==> src/rtl/if_fetch_stage.sv <==
// Instruction-fetch stage: runs a req/ack fetch for the current PC and registers
// the result into IF/ID, with a one-entry stall buffer and flush-drain handling.
module if_fetch_stage #(
  parameter int unsigned ADDR_W = 32,
  parameter int unsigned DATA_W = 32
) (
  input  logic              clk_i,
  input  logic              rst_i,
  input  logic [ADDR_W-1:0] pc_i,
  input  logic              stall_i,
  input  logic              flush_i,
  output logic              keep_o,
  output logic              imem_req_o,
  output logic [ADDR_W-1:0] imem_addr_o,
  input  logic              imem_ack_i,
  input  logic [DATA_W-1:0] imem_rdata_i,
  output logic              ifid_valid_o,
  output logic [ADDR_W-1:0] ifid_pc_o,
  output logic [ADDR_W-1:0] ifid_pc4_o,
  output logic [DATA_W-1:0] ifid_instr_o
);

  typedef enum logic [1:0] {
    S_ISSUE = 2'd0,
    S_WAIT  = 2'd1,
    S_HOLD  = 2'd2,
    S_DRAIN = 2'd3
  } state_e;

  state_e              state_q, state_d;
  logic                req_q, req_d;
  logic [ADDR_W-1:0]   addr_q, addr_d;
  logic                valid_q, valid_d;
  logic [ADDR_W-1:0]   pc_q, pc_d;
  logic [ADDR_W-1:0]   pc4_q, pc4_d;
  logic [DATA_W-1:0]   instr_q, instr_d;
  logic [ADDR_W-1:0]   buf_pc_q, buf_pc_d;
  logic [DATA_W-1:0]   buf_instr_q, buf_instr_d;
  logic                keep_c;

  // Next-state, IF/ID load and PC-hold decision
  always_comb begin
    state_d     = state_q;
    req_d       = req_q;
    addr_d      = addr_q;
    valid_d     = stall_i ? valid_q : 1'b0;
    pc_d        = pc_q;
    instr_d     = instr_q;
    buf_pc_d    = buf_pc_q;
    buf_instr_d = buf_instr_q;
    keep_c      = 1'b1;

    unique case (state_q)
      S_ISSUE: begin
        if (!flush_i) begin
          req_d   = 1'b1;
          addr_d  = pc_i;
          state_d = S_WAIT;
        end
      end
      S_WAIT: begin
        if (flush_i) begin
          if (imem_ack_i) begin
            req_d   = 1'b0;
            state_d = S_ISSUE;
          end else begin
            state_d = S_DRAIN;
          end
        end else if (imem_ack_i) begin
          req_d = 1'b0;
          if (!stall_i || !valid_q) begin
            valid_d = 1'b1;
            pc_d    = addr_q;
            instr_d = imem_rdata_i;
            keep_c  = 1'b0;
            state_d = S_ISSUE;
          end else begin
            buf_pc_d    = addr_q;
            buf_instr_d = imem_rdata_i;
            state_d     = S_HOLD;
          end
        end
      end
      S_HOLD: begin
        if (flush_i) begin
          state_d = S_ISSUE;
        end else if (!stall_i) begin
          valid_d = 1'b1;
          pc_d    = buf_pc_q;
          instr_d = buf_instr_q;
          keep_c  = 1'b0;
          state_d = S_ISSUE;
        end
      end
      S_DRAIN: begin
        if (imem_ack_i) begin
          req_d   = 1'b0;
          state_d = S_ISSUE;
        end
      end
      default: state_d = S_ISSUE;
    endcase

    // A redirect overrides stall and ack: kill IF/ID and let the PC load the target
    if (flush_i) begin
      valid_d = 1'b0;
      keep_c  = 1'b0;
    end

    pc4_d = pc_d + ADDR_W'(4);
  end

  always_ff @(posedge clk_i) begin
    if (rst_i) begin
      state_q     <= S_ISSUE;
      req_q       <= 1'b0;
      addr_q      <= '0;
      valid_q     <= 1'b0;
      pc_q        <= '0;
      pc4_q       <= ADDR_W'(4);
      instr_q     <= '0;
      buf_pc_q    <= '0;
      buf_instr_q <= '0;
    end else begin
      state_q     <= state_d;
      req_q       <= req_d;
      addr_q      <= addr_d;
      valid_q     <= valid_d;
      pc_q        <= pc_d;
      pc4_q       <= pc4_d;
      instr_q     <= instr_d;
      buf_pc_q    <= buf_pc_d;
      buf_instr_q <= buf_instr_d;
    end
  end

  assign keep_o       = keep_c;
  assign imem_req_o   = req_q;
  assign imem_addr_o  = addr_q;
  assign ifid_valid_o = valid_q;
  assign ifid_pc_o    = pc_q;
  assign ifid_pc4_o   = pc4_q;
  assign ifid_instr_o = instr_q;

endmodule

==> config.mk <==
export PLATFORM = sky130hd
export DESIGN_NAME = if_fetch_stage
export DESIGN_NICKNAME = d
export VERILOG_FILES = /design/src/rtl/if_fetch_stage.sv
export SDC_FILE = /design/constraint.sdc
export NUM_CORES = 1
export LEC_CHECK = 0
export CELL_PAD_IN_SITES_DETAIL_PLACEMENT = 0
export CELL_PAD_IN_SITES_GLOBAL_PLACEMENT = 2
export CORE_MARGIN = 3
export CORE_UTILIZATION = 33
export DETAILED_ROUTE_END_ITERATION = 12
export DONT_BUFFER_PORTS = 1
export PLACE_DENSITY_LB_ADDON = 0.1
export REMOVE_ABC_BUFFERS = 1
export SYNTH_ARGS = -nofsm -noshare
export SYNTH_HDL_FRONTEND = slang
export SYNTH_SLANG_ARGS = --single-unit
==> constraint.sdc <==
create_clock -name clk_i -period 3.4 [get_ports clk_i]
set_input_delay 0.34 -clock clk_i [delete_from_list [all_inputs] [get_ports clk_i]]
set_output_delay 0.34 -clock clk_i [all_outputs]
set_load 0.05 [all_outputs]
### Word-level counts from Yosys, hierarchy flattened

Cells that the tools add are included.

* bits of input ports: 69
* output and inout bits: 131
* logic and storage cells: 72
* bits in writable memories: 0
* memories: 0
* memory bits (read-only): 0
* latch bits: 0
* register bits: 196

* multiply operators: 0
* order comparisons: 0
* eq/ne operators: 13
* shift operators: 0
* add/sub/neg operators: 1
* bitwise operators: 2
* divide/modulo/power cells: 0
* reductions and logical operators: 13
* muxes and demuxes: 34

Operators with widths (number)
* 32-bit two-way mux: 10
* 32-bit one-hot mux with 2 select lines: 2
* 32-bit by 3-bit adder with 32-bit output, second input constant: 1
* 2-bit two-way mux: 8
* 2-bit != test, second input constant: 7
* 1-bit two-way mux: 10
* 2-bit one-hot mux with 4 select lines: 1
* 4-bit AND reduction: 2
* 3-bit != test, second input constant: 2
* 1-bit one-hot mux with 2 select lines: 3
* 6-bit AND reduction: 1
* 2-bit equality test, second input constant: 2
* 2-bit nonzero test: 2
* 2-bit OR reduction: 2
* 3-bit AND reduction: 1
* 2-bit by 1-bit equality test with 1-bit output, second input constant: 1
* 1-bit logical NOT: 2
* 2-bit logical NOT: 1
* 2-bit by 1-bit != test with 1-bit output, second input constant: 1
* 1-bit NOT: 2
* 2-bit AND reduction: 1
* 1-bit logical OR: 1

### Logic depth before layout (Yosys ltp)

* word-level depth: 7
* gate-level depth with buffers: 14
* depth with buffers taken out: 10

### Worst setup path before layout

OpenSTA, ideal clock, no wires.

* kind: register -> register
* start point: reg state_q[0]
* end point: reg pc4_q[31], in the netlist ifid_pc4_o[31]
* data required time: 3.277 ns
* library setup time: 0.123 ns
* path buffers: 3
* cell stages (with the launch flop): 13
* data arrival time: 3.163 ns
* path slack: 0.114 ns
* clock period less this slack: 3.286 ns
* cells stage by stage: dfxtp_1 inv_1 ha_1 buf_2 buf_1 nand2_1 o2bb2ai_1 a221oi_2 or4_4 or4_1 buf_2 nor4_2 mux2_1

* cells in the longest elaborated chain, start to end: 3
* elaborated cells on any way between the ends: 4
* those cells by class: add/sub: 1; eq/ne: 2; mux: 1

Ends and longest elaborated chain
* from (decl): line 30 `state_e state_q, state_d;`
* from (signal assigned): line 125 `state_q <= state_d;`
* 2-bit equality test / 2-bit by 1-bit equality test with 1-bit output (equally long branches): line 53 `unique case (state_q)`
* 32-bit one-hot mux with 2 select lines *: line 53
* 32-bit by 3-bit adder with 32-bit output *: line 110 `pc4_d = pc_d + ADDR_W'(4);`
* to (signal assigned): line 130 `pc4_q <= pc4_d;`
* to (decl): line 35 `logic [ADDR_W-1:0] pc4_q, pc4_d;`

Mark *: on every way between the ends. The rest lies on a longest branch, timed or not.
A chain may end at the register's enable or synchronous reset.

### Final worst setup path

* start point: reg state_q[0]
* end point: reg pc4_q[26], in the netlist ifid_pc4_o[26]

The elaborated chain is that of the path after synthesis.

==> impl_metrics.ini <==
[clock_network]
clockBufferDepth = 2
cts_tree = built
clock_latency_ns = 0.43
cts.sinks = 194
cts_buffers = 17
ctsHtreeMaxLevel = 4
cts_root_buf = clkbuf_16
cts.clk_slew.worst_paths_ns = 0.08

[placed_design]
place_congestion = 0.8582
placed_cell_area_sq_mm = 0.008835
place_hpwl_um = 16490
dp.cells = 1275
port_buffers = 0

[yosys]
synth_top_flop_cell = dfxtp_1
yosys.area_share.xor_xnor_pct = 0.7561
synth_top_family_by_area = simple AND/OR/NAND/NOR gates
syn-instance-count = 944
async_flop_share_pct = 0
synth_fa_ha_area_share_pct = 0.7715
synth-simple-area-share_pct = 21.05
synthMuxAreaShare_pct = 5.030
synth_cell_types = 69
synth_edf_count = 0
ys_seq_area_share_pct = 47.89
synth_seq_cells = 194
synth_compound_area_share_pct = 19.77
avgSynthCellArea_sq_um = 8.590
yosysWarnings = 0
syn_area_sq_mm = 0.008109

[sta]
hold_ws_ns = 0.03600
finalHoldViolations = 0
fin_tns_setup_ns = 0
rsz0062_at_grt = yes
fmaxAchievable_ghz = 0.2994
fin_crit_sh_pct = 98.24
max_slew_margin_pct = 30.79
period_needed_ns = 3.340
finalMaxSlewViolations = 0
skew_ns = 0.01472
worst_slew_pin_slew_ns = 1.037
setup_violations = 0

[outcome]
status = finished, final reports clean

[die]
initial_core_util_pct = 34.04
io_pins = 200
num_rows = 56
die_area_sq_mm = 0.02649
die_x_um = 162.8
dieHeight_um = 162.8
coreArea_sq_mm = 0.02382

[worst_setup_path]
crit_path_max_incr_delay_ns = 0.61
path_class = reg2reg
cpLargestDelayFamily = simple AND/OR/NAND/NOR gates
worstPathMaxFanout = 10
cp_slowest_cell = or4_4
path_buf_inv = 1
crit_path_end_kind = flip-flop
crit_top_cell = or4_4
crit_path_start_kind = flip-flop
required_ns = 3.72
crit_arrival_ns = 3.66
path_cells = inv_1 -> ha_2 -> or3b_4 -> o2bb2ai_1 -> a221oi_2 -> or4_4 -> or4_4 -> nor4b_4 -> mux2_1

[job]
cap_viol_max_count = 0

[routing]
ant_nets = 0
via_per_inst = 5.223
drt-total-wl_um = 25200
vias = 6863
drcViolationCount = 0
wl_per_cell_um = 19.18
drtIter0Drc = 443
firstDrtPassIters = 4

[global_routing]
grt_pass1_wl_um = 38260
grt-ovfl-total = 0
grt_usage_pct = 18.32
grt_antenna_before_repair = 0
grt_max_degree = 129
grt_pass1_vias = 6699

[power]
power_density_mw_per_mm2 = 563.5
power.leakage_nw = 3.344
peakVddDrop_v = 0.0002791

[finish]
area_growth_pct = 18.32
final_nets = 1056
final_cells = 1314
drive_gt1_share_pct = 15.88
design_area_sq_mm = 0.009594
antenna_cells = 0

[worst_hold_path]
hold_path_class = in2reg
[synth_stat cells (5+ instances only)]
cell | number | area [sq um]
buf_4 | 5 | 37.54
and3_1 | 7 | 43.79
buf_6 | 5 | 56.30
inv_1 | 5 | 18.77
mux2i_1 | 34 | 340.3
a21oi_1 | 107 | 535.5
dfxtp_1 | 194 | 3884
nor3_1 | 20 | 100.1
mux2_1 | 6 | 67.56
nor2_1 | 73 | 274.0
o2bb2ai_1 | 18 | 157.7
nand3_1 | 5 | 25.02
a22o_1 | 8 | 70.07
a221oi_1 | 5 | 43.79
ha_1 | 5 | 62.56
clkbuf_1 | 54 | 202.7
nor4_1 | 5 | 31.28
nor2b_1 | 17 | 106.4
o21ai_0 | 7 | 35.03
a221o_1 | 13 | 130.1
nand2_1 | 227 | 852.1
nand2b_1 | 5 | 31.28
a211oi_1 | 35 | 262.8
[power by group]
group          total, mW  switching [mW]  internal [mW]
registers           2.74           0.367           2.38
clock network       2.04           0.929           1.11
logic              0.623           0.403          0.219
total               5.41            1.70           3.71
[layer usage]
metal | GRT usage (%) | part of all wire (%) | up-vias
met5 | 0 | 0 | -
met3 | 5.112 | 6.6 | 16
li1 | - | - | 3385
met2 | 29.50 | 46 | 191
met4 | 4.691 | 1.1 | 0
met1 | 24.33 | 46 | 3271
[what timing repair did]
action                                  CTS  global route
endpoints found under the hold margin    67             0
pin swaps                                 0             3
setup buffers                             1             2
endpoints found under the setup margin    2            14
gates resized for setup                   2            14
hold buffers                              2             0
cloned                                    0             2
[layout make-up]
type                            count  area, sq um
Fill cell                        2460        14230
Multi-Input combinational cell    673         3969
Sequential cell                   194         3885
Timing Repair Buffer               90        718.2
Clock buffer                       22        484.2
Tap cell                          319        399.1
Clock inverter                     10        116.4
Inverter                            6        22.52
[registers in the layout (all words and copies together), names as in the netlist, named ones only]
| signal | count |
|---|---|
| ifid_instr_o | 32 |
| imem_req_o | 1 |
| buf_instr_q | 32 |
| ifid_pc4_o | 30 |
| imem_addr_o | 32 |
| state_q | 2 |
| ifid_pc_o | 30 |
| ifid_valid_o | 1 |
| buf_pc_q | 32 |
[worst paths after layout]
check	startpoint	to	slack [ns]	cells past startpoint
hold reg to reg	buf_instr_q[14]$_SDFFE_PP0P_	buf_instr_q[14]$_SDFFE_PP0P_	0.46	2
setup / recovery	state_q[0]$_SDFFE_PP0P_	ifid_pc4_o[26]$_SDFF_PP0_	0.06	9
hold / removal	rst_i	ifid_pc_o[24]$_SDFF_PP0_	0.04	1
setup reg to reg	state_q[0]$_SDFFE_PP0P_	ifid_pc4_o[26]$_SDFF_PP0_	0.06	9
[logic make-up after synthesis]
group           after synthesis
fa+ha+maj                     5
buf+inv                      79
mux                          40
simple gates                388
flops                       194
compound gates              231
xor+xnor                      7
[cells in the final DEF (no fill, tap or decap), types with 4 or more instances in the layout]
| master | instances |
|---|---|
| o2bb2ai_1 | 16 |
| clkbuf_16 | 17 |
| buf_4 | 85 |
| mux2_1 | 6 |
| xor2_1 | 4 |
| a211oi_1 | 35 |
| a22oi_1 | 4 |
| and3_1 | 7 |
| a221oi_2 | 4 |
| a221oi_1 | 5 |
| nand2_1 | 227 |
| nor3_2 | 5 |
| nor3_1 | 17 |
| nor2_1 | 72 |
| a21oi_1 | 107 |
| mux2i_1 | 34 |
| nand2b_1 | 4 |
| clkbuf_8 | 4 |
| a22o_1 | 8 |
| inv_1 | 5 |
| o21ai_0 | 7 |
| nor2b_1 | 16 |
| dfxtp_1 | 193 |
| a221o_1 | 13 |
| or3_1 | 4 |
| o21a_1 | 4 |
| nor4_1 | 4 |
[through the flow]
step | total power [mW] | utilization [%] | worst slack (ns)
global placement | 3.376 | 37.09 | 0.07394
detailed placement | 3.389 | 37.09 | -0.02997
global route | 5.655 | 40.27 | -0.03406
finish | 5.406 | 40.27 | 0.05975
floorplan | 3.157 | - | -1.247
CTS | 5.465 | 39.81 | 0.007489
Power figures use the tool's default switching activity.
